[src/rtl/tap_param.sv]
// IEEE 1149.1 TAP controller: 16-state FSM, instruction register, and
// BYPASS / IDCODE / boundary-scan / USER data registers with update latches.
module tap_param #(
  parameter int          IR_W   = 4,
  parameter int          BSR_W  = 8,
  parameter int          USER_W = 16,
  parameter logic [31:0] IDCODE = 32'h1000_0001
) (
  input  logic              tck,
  input  logic              rst_n,
  input  logic              tms,
  input  logic              tdi,
  output logic              tdo,
  output logic              tdo_en,
  input  logic [BSR_W-1:0]  bs_pin_in,
  input  logic [BSR_W-1:0]  bs_core_in,
  output logic [BSR_W-1:0]  bs_out,
  output logic              bs_mode,
  input  logic [USER_W-1:0] user_din,
  output logic [USER_W-1:0] user_dout,
  output logic              user_upd,
  output logic [3:0]        tap_state,
  output logic [IR_W-1:0]   ir_out
);

  localparam logic [3:0] S_TLR   = 4'hF;
  localparam logic [3:0] S_RTI   = 4'hC;
  localparam logic [3:0] S_SELDR = 4'h7;
  localparam logic [3:0] S_CAPDR = 4'h6;
  localparam logic [3:0] S_SHDR  = 4'h2;
  localparam logic [3:0] S_EX1DR = 4'h1;
  localparam logic [3:0] S_PSDR  = 4'h3;
  localparam logic [3:0] S_EX2DR = 4'h0;
  localparam logic [3:0] S_UPDDR = 4'h5;
  localparam logic [3:0] S_SELIR = 4'h4;
  localparam logic [3:0] S_CAPIR = 4'hE;
  localparam logic [3:0] S_SHIR  = 4'hA;
  localparam logic [3:0] S_EX1IR = 4'h9;
  localparam logic [3:0] S_PSIR  = 4'hB;
  localparam logic [3:0] S_EX2IR = 4'h8;
  localparam logic [3:0] S_UPDIR = 4'hD;

  localparam logic [IR_W-1:0] OP_EXTEST = IR_W'(0);
  localparam logic [IR_W-1:0] OP_IDCODE = IR_W'(1);
  localparam logic [IR_W-1:0] OP_SAMPLE = IR_W'(2);
  localparam logic [IR_W-1:0] OP_INTEST = IR_W'(3);
  localparam logic [IR_W-1:0] OP_USER   = IR_W'(4);

  logic [3:0]        state_q, state_d;
  logic [IR_W-1:0]   ir_sr_q, ir_sr_d;
  logic [IR_W-1:0]   ir_q, ir_d;
  logic              byp_q, byp_d;
  logic [31:0]       id_sr_q, id_sr_d;
  logic [BSR_W-1:0]  bsr_sr_q, bsr_sr_d;
  logic [USER_W-1:0] user_sr_q, user_sr_d;
  logic [BSR_W-1:0]  bs_out_q, bs_out_d;
  logic [USER_W-1:0] user_dout_q, user_dout_d;

  logic sel_bsr, sel_id, sel_user, sel_byp;

  // USER only exists when the opcode 4 fits in the instruction register
  always_comb begin
    sel_bsr  = (ir_q == OP_EXTEST) || (ir_q == OP_SAMPLE) || (ir_q == OP_INTEST);
    sel_id   = (ir_q == OP_IDCODE);
    sel_user = (IR_W >= 3) && (ir_q == OP_USER);
    sel_byp  = !(sel_bsr || sel_id || sel_user);
  end

  always_comb begin
    state_d = state_q;
    case (state_q)
      S_TLR:   state_d = tms ? S_TLR   : S_RTI;
      S_RTI:   state_d = tms ? S_SELDR : S_RTI;
      S_SELDR: state_d = tms ? S_SELIR : S_CAPDR;
      S_CAPDR: state_d = tms ? S_EX1DR : S_SHDR;
      S_SHDR:  state_d = tms ? S_EX1DR : S_SHDR;
      S_EX1DR: state_d = tms ? S_UPDDR : S_PSDR;
      S_PSDR:  state_d = tms ? S_EX2DR : S_PSDR;
      S_EX2DR: state_d = tms ? S_UPDDR : S_SHDR;
      S_UPDDR: state_d = tms ? S_SELDR : S_RTI;
      S_SELIR: state_d = tms ? S_TLR   : S_CAPIR;
      S_CAPIR: state_d = tms ? S_EX1IR : S_SHIR;
      S_SHIR:  state_d = tms ? S_EX1IR : S_SHIR;
      S_EX1IR: state_d = tms ? S_UPDIR : S_PSIR;
      S_PSIR:  state_d = tms ? S_EX2IR : S_PSIR;
      S_EX2IR: state_d = tms ? S_UPDIR : S_SHIR;
      S_UPDIR: state_d = tms ? S_SELDR : S_RTI;
      default: state_d = S_TLR;
    endcase
  end

  always_comb begin
    ir_sr_d     = ir_sr_q;
    ir_d        = ir_q;
    byp_d       = byp_q;
    id_sr_d     = id_sr_q;
    bsr_sr_d    = bsr_sr_q;
    user_sr_d   = user_sr_q;
    bs_out_d    = bs_out_q;
    user_dout_d = user_dout_q;

    if (state_q == S_CAPIR) ir_sr_d = IR_W'(1);
    if (state_q == S_SHIR)  ir_sr_d = IR_W'({tdi, ir_sr_q} >> 1);

    // Forcing on entry keeps bs_mode low for every cycle spent in TLR
    if (state_d == S_TLR)        ir_d = OP_IDCODE;
    else if (state_q == S_UPDIR) ir_d = ir_sr_q;

    if (state_q == S_CAPDR) begin
      if (sel_byp)  byp_d     = 1'b0;
      if (sel_id)   id_sr_d   = IDCODE;
      if (sel_bsr)  bsr_sr_d  = (ir_q == OP_INTEST) ? bs_core_in : bs_pin_in;
      if (sel_user) user_sr_d = user_din;
    end

    if (state_q == S_SHDR) begin
      if (sel_byp)  byp_d     = tdi;
      if (sel_id)   id_sr_d   = 32'({tdi, id_sr_q} >> 1);
      if (sel_bsr)  bsr_sr_d  = BSR_W'({tdi, bsr_sr_q} >> 1);
      if (sel_user) user_sr_d = USER_W'({tdi, user_sr_q} >> 1);
    end

    if (state_q == S_UPDDR) begin
      if (sel_bsr)  bs_out_d    = bsr_sr_q;
      if (sel_user) user_dout_d = user_sr_q;
    end
  end

  always_ff @(posedge tck or negedge rst_n) begin
    if (!rst_n) begin
      state_q     <= S_TLR;
      ir_sr_q     <= '0;
      ir_q        <= OP_IDCODE;
      byp_q       <= 1'b0;
      id_sr_q     <= '0;
      bsr_sr_q    <= '0;
      user_sr_q   <= '0;
      bs_out_q    <= '0;
      user_dout_q <= '0;
    end else begin
      state_q     <= state_d;
      ir_sr_q     <= ir_sr_d;
      ir_q        <= ir_d;
      byp_q       <= byp_d;
      id_sr_q     <= id_sr_d;
      bsr_sr_q    <= bsr_sr_d;
      user_sr_q   <= user_sr_d;
      bs_out_q    <= bs_out_d;
      user_dout_q <= user_dout_d;
    end
  end

  always_comb begin
    tdo_en = (state_q == S_SHIR) || (state_q == S_SHDR);
    tdo    = 1'b0;
    if (state_q == S_SHIR) tdo = ir_sr_q[0];
    else if (state_q == S_SHDR) begin
      if (sel_byp)       tdo = byp_q;
      else if (sel_id)   tdo = id_sr_q[0];
      else if (sel_bsr)  tdo = bsr_sr_q[0];
      else               tdo = user_sr_q[0];
    end
  end

  assign user_upd  = (state_q == S_UPDDR) && sel_user;
  assign bs_mode   = (ir_q == OP_EXTEST) || (ir_q == OP_INTEST);
  assign bs_out    = bs_out_q;
  assign user_dout = user_dout_q;
  assign tap_state = state_q;
  assign ir_out    = ir_q;

endmodule

[config.mk]
export PLATFORM = sky130hd
export DESIGN_NAME = tap_param
export DESIGN_NICKNAME = d
export VERILOG_FILES = /design/src/rtl/tap_param.sv
export SDC_FILE = /design/constraint.sdc
export NUM_CORES = 1
export LEC_CHECK = 0
export ABC_AREA = 1
export CORE_MARGIN = 3
export CORE_UTILIZATION = 40
export CTS_CLUSTER_DIAMETER = 200
export DETAILED_ROUTE_END_ITERATION = 6
export PLACE_DENSITY = 0.6
export SYNTH_ARGS = -nofsm -noshare
export SYNTH_HDL_FRONTEND = slang
export SYNTH_SLANG_ARGS = --single-unit
[constraint.sdc]
create_clock -name tck -period 2.9 [get_ports tck]
set_input_delay 0.435 -clock tck [delete_from_list [all_inputs] [get_ports tck]]
set_output_delay 0.435 -clock tck [all_outputs]
set_load 0.05 [all_outputs]
# ---- Word-level counts from Yosys, hierarchy flattened
# Cells that the tools add are included.
dict set report totals {
  regBits 93
  input_bits 36
  out_inout_bits 36
  elab_cells 84
}
dict set report op_classes {
  eq_ne 20
  n_mux 39
  n_reduce_logical 16
}
# cell count
set ops {}
lappend ops {{$mux W32} 4}
lappend ops {{$mux W16} 4}
lappend ops {{$pmux W4 S12} 1}
lappend ops {{$mux W8} 5}
lappend ops {{$eq A4 B4 Y1 const B} 9}
lappend ops {{$eq A4 B3 Y1 const B} 5}
lappend ops {{$mux W4} 5}
lappend ops {{$eq A4 B2 Y1 const B} 4}
lappend ops {{$mux W2} 6}
lappend ops {{$mux W3} 4}
lappend ops {{$mux W1} 10}
lappend ops {{$eq A4 B1 Y1 const B} 2}
lappend ops {{$logic_not A4 Y1} 2}
lappend ops {{$logic_or A1 B1 Y1} 6}
lappend ops {{$reduce_and A2 Y1} 2}
lappend ops {{$reduce_bool A2 Y1} 2}
lappend ops {{$reduce_or A2 Y1} 2}
lappend ops {{$reduce_or A3 Y1} 1}
lappend ops {{$logic_and A1 B1 Y1} 1}

# ---- Depth between registers and ports, before layout
dict set report logic_depth {
  ltp_word 9
  depth_mapped 10
  ltp_nobuf 10
}

# ---- Least setup slack after synthesis
# OpenSTA, ideal clock, no wires.
dict set report synth_timing {
  path_kind {reg2out}
  from {register ir_q[2], in the netlist ir_out[2]}
  to {output port tdo}
  arrival_ps 2343
  t_required_ps 2465
  setup_slack_ps 122
  stages_incl_launch_ff 6
  cell_sequence {dfrtp_1 nor2_1 o21ai_1 o22ai_1 nor2_1 o21ai_0}
}
dict set report synth_via {
  elab_chain_cells 8
  elab_cells_between_ends 14
  cone_classes {4 x eq/ne; 5 x mux; 5 x reduce/logical}
}
# element line_no
set synth_rtl {}
lappend synth_rtl {{from (decl)} 51} ;# logic [IR_W-1:0] ir_q, ir_d;
lappend synth_rtl {{from (signal assigned)} 143} ;# ir_q <= ir_d;
lappend synth_rtl {{$eq A4 B2 Y1 / $logic_not A4 Y1 (equally long branches)} 63} ;# sel_bsr = (ir_q == OP_EXTEST) || (ir_q == OP_SAMPLE) || (ir_q == OP_INTEST);
lappend synth_rtl {{$logic_or A1 B1 Y1 (2 in series)} 63}
lappend synth_rtl {{$mux W1 / $logic_or A1 B1 Y1 (equally long branches)} {160, 66}}
lappend synth_rtl {{$mux W1 / $logic_or A1 B1 Y1 (equally long branches)} {159, 66}}
lappend synth_rtl {{$mux W1 (*)} 158} ;# if (sel_byp) tdo = byp_q;
lappend synth_rtl {{$mux W1 (*)} 157} ;# else if (state_q == S_SHDR) begin
lappend synth_rtl {{$mux W1 (*)} 156} ;# if (state_q == S_SHIR) tdo = ir_sr_q[0];
lappend synth_rtl {{to (decl)} 13} ;# output logic tdo,
# Mark *: on every way between the ends. The rest lies on a longest branch, timed or not.

# ---- Worst setup path in the final report
dict set report layout_timing {
  from {register state_q[1], in the netlist tap_state[1]}
  to {output port tdo}
}
dict set report layout_via {
  elab_chain_cells 3
  elab_cells_between_ends 4
  cone_classes {2 x eq/ne; 2 x mux}
}
# element line_no
set layout_rtl {}
lappend layout_rtl {{from (decl)} 49} ;# logic [3:0] state_q, state_d;
lappend layout_rtl {{from (signal assigned)} 141} ;# state_q <= state_d;
lappend layout_rtl {{$eq A4 B2 Y1} 157}
lappend layout_rtl {{$mux W1} 157}
lappend layout_rtl {{$mux W1 (*)} 156}
# Marks and branches as above.

==> summary.md <==
### Worst setup path
- inv_2 > nor2_4 > nand2_1 > inv_1 > o21ai_0 > o21ai_0 > buf_12 — series of cell instances along the critical path
- 2.47 ns — required time of the critical path
- sky130_fd_sc_hd__dfstp_2 — library cell contributing the largest single delay on the critical path
- 3 — total buffers and inverters traversed by the critical path
- 2.07 ns — Worst Path Arrival
- 0.59 ns — crit-path max cell delay
- flip-flops — cell family with most CP delay
- output pin — critical path capture point type
- flip-flop — sort of element at the start of the critical path
- reg2out — type of the worst setup path
- 6 — maximum fanout count along the critical path
- sky130_fd_sc_hd__o21ai_0 — cell mode on critical path
- 0.85 ns — setup slack, reg-to-reg

### Timing
- 398.4 MHz — highest clock frequency the design can meet
- 0 — final number of max-transition violations
- 0 — number of hold violations in the final report
- 0 ns — Setup TNS
- 0.09263 ns — post-route worst hold slack
- 0 — total of endpoints with negative setup slack in the final report
- 0.2379 — worst relative slew slack
- 2.510 ns — final period demand of the worst path
- 0.01117 ns — Clock Skew
- no — setup repair after global routing missed its margin
- 0.8655 — share of the clock period used by the worst path
- 1.138 ns — Least-Margin Pin Slew

### Global routing
- 0 — initial antenna violation count
- 0 — Overflow after GRT
- 3156 — via count of the first global-routing pass
- 15440 um — wire length of the first global-routing pass
- 49 — maximum number of pins on one net before global-route repair
- 0.1671 — global-route usage over all layers

### Finish
- 0 — number of antenna repair diodes
- sky130_fd_sc_hd__nand2_1 — most common cell after layout, fill and taps aside
- 25.38% — area growth from synthesis to layout
- 131 x sky130_fd_sc_hd__nand2_1, 88 x sky130_fd_sc_hd__dfrtp_1, 71 x sky130_fd_sc_hd__inv_1 — commonest cells after routing, fill and taps aside
- 589 — Final nets
- 951 — Filler Cells Inserted
- 0.06810 — fraction of final layout cells with drive strength greater than 1
- 0.5215 — final core utilization

### Clock network
- 9 — clock buffers created by TritonCTS
- 0.36 ns — clk_lat worst skew
- 3 — count of H-tree levels built during CTS
- 0.09 ns — register clock-pin slew on the reported worst setup and hold paths
- 93 — number of clock sinks
- 0 — quantity of hold-fixing buffers added after cts
- 2 — number of buffers between clock root and the deepest sink
- sky130_fd_sc_hd__clkbuf_8 — root buf cell
- built — CTS tree

### Synth
- 0.1852 — Post-Synth Simple-Gate Area
- 8.498 um2 — syn_area_per_cell
- 0 — Synth Area in XOR/XNOR
- sky130_fd_sc_hd__dfrtp_1 — Yosys top cell by area
- 521 — number of nets produced by synthesis
- 26 — Netlist cell types
- 0.1594 — complex-gate fraction of the synthesized area
- sky130_fd_sc_hd__dfrtp_1 53%, sky130_fd_sc_hd__nand2_1 12%, sky130_fd_sc_hd__inv_1 6.5% — top cells by area, synth
- 0.004121 mm2 — cell area after synthesis
- 0.5343 — share of the synthesized area in the top cell type
- 485 — cell count after synthesis
- 0 — Warnings, synthesis
- 0.5662 — portion of the post-synthesis area used by sequential elements
- 0 — adder-cell share of the synthesized area
- 0 — multiplexer fraction of the synthesized cell area
- 93 — Seq cells post-synth
- simple AND/OR/NAND/NOR gates — combinational family with the most area after synthesis

### Floorplanning
- 107.5 um — die width
- 36 — number of placement rows
- 0.01156 mm2 — area enclosed by the die boundary
- 0.4159 — initial core utilization
- 0.009910 mm2 — area of the placeable core
- 72 — number of primary I/O pins
- 107.5 um — chip height

### Detailed routing
- 4.845 — vias per cell
- 144 — violation count after the first detailed-route iteration
- 9263 um — routed wire length
- 4404 um — met1 wire length
- met4 — top routing layer in use
- 0 — number of antenna-violating nets in the routed design
- 4441 um — sum of met2 wire segment lengths after detailed routing
- 13.41 um — final routed wire length divided by cell count
- 7 — iteration count of the initial detailed-routing pass
- 345 um — metal3 WL
- 0 — Residual DRC
- 3348 — vias post-DR

### Job
- 0 — number of max-capacitance violations reported

### Hold path
- in2async — type of the tightest min-delay check

### Run status
- finished clean — run status

### Power and ir drop
- 922.4 mW/mm2 — pwr dens
- 2.364 nW — Pleak
- 0.0004227 V — maximum vdd drop

### Place
- 71 — port buffer count
- 6614 um — HPWL reported at the end of detailed placement
- 0.8742 — Placer Congestion

[metal layers]
metal,vias up,track usage
li1,1713,-
met1,1578,0.2318
met2,52,0.2642
met3,5,0.03659
met4,0,0.04869
met5,-,0
[path summary, 6_finish.rpt]
check	from	depth (start not counted)	endpoint
min in group tck	bsr_sr_q[5]	2	bsr_sr_q[4]
hold / removal	rst_n	1	bs_out[3]
hold reg to reg	bsr_sr_q[5]	2	bsr_sr_q[4]
max in group asynchronous	rst_n	2	ir_out[0]
setup / recovery	tap_state[1]	7	tdo
setup reg to reg	tap_state[1]	6	id_sr_q[0]
[per-stage QoR]
stage | total power [mW] | std cells | setup WS (ns) | instance area (um2)
after global placement | 3.937 | 675 | 0.5512 | 4972
final | 4.766 | 691 | 0.3901 | 5167
after floorplan | 3.304 | 485 | 0.1222 | 4121
after detailed placement | 3.980 | 675 | 0.4849 | 4972
after global routing | 5.093 | 691 | 0.1861 | 5167
after CTS | 4.815 | 691 | 0.07875 | 5165
[timing repair]
action	CTS	global route
setup buffers	0	0
gates resized for setup	0	1
endpoints found under the setup margin	0	1
[power by group]
group	leakage (nW)	internal [mW]	switching [mW]
combinational	1.12	0.667	1.36
clock	0.0929	0.351	0.472
sequential	1.16	1.67	0.247
[Yosys cell counts]
master	number
sky130_fd_sc_hd__nand2_1	131
sky130_fd_sc_hd__dfrtp_1	88
sky130_fd_sc_hd__inv_1	71
sky130_fd_sc_hd__o21ai_0	41
sky130_fd_sc_hd__nor2_1	34
sky130_fd_sc_hd__o22ai_1	34
sky130_fd_sc_hd__a31oi_1	15
sky130_fd_sc_hd__clkbuf_1	10
sky130_fd_sc_hd__nand3_1	10
sky130_fd_sc_hd__o211ai_1	9
sky130_fd_sc_hd__o21ai_1	8
sky130_fd_sc_hd__a21oi_1	6
sky130_fd_sc_hd__buf_2	6
sky130_fd_sc_hd__dfstp_2	5
sky130_fd_sc_hd__buf_6	2
sky130_fd_sc_hd__inv_2	2
sky130_fd_sc_hd__nor2_2	2
sky130_fd_sc_hd__nor2_4	2
sky130_fd_sc_hd__or2_1	2
sky130_fd_sc_hd__buf_1	1
sky130_fd_sc_hd__nand2_4	1
sky130_fd_sc_hd__nand3b_1	1
sky130_fd_sc_hd__nand4_2	1
sky130_fd_sc_hd__nor3_1	1
sky130_fd_sc_hd__nor3_2	1
sky130_fd_sc_hd__o31ai_1	1
[cells by family after synthesis]
group                  Yosys count
AOI/OAI and AO/OA              114
DFF                             93
buffers and inverters           92
and+or+nand+nor                186
[final cells by class]
class	instances	area (um2)	area share
tap	133	166.4	0.03220
clock buffer	10	137.6	0.02663
multi-input combinational	300	1420	0.2748
sequential	93	2333	0.4516
timing repair buffer	76	780.7	0.1511
clock inverter	6	55.05	0.01065
inverter	73	274.0	0.05303
[flip-flops by register name, indices dropped and copies added, names as in the netlist]
register   flops
bs_out         8
user_dout     16
bsr_sr_q       8
ir_sr_q        4
tap_state      4
user_sr_q     16
ir_out         4
id_sr_q       32
byp_q          1
Power figures use the tool's default switching activity.
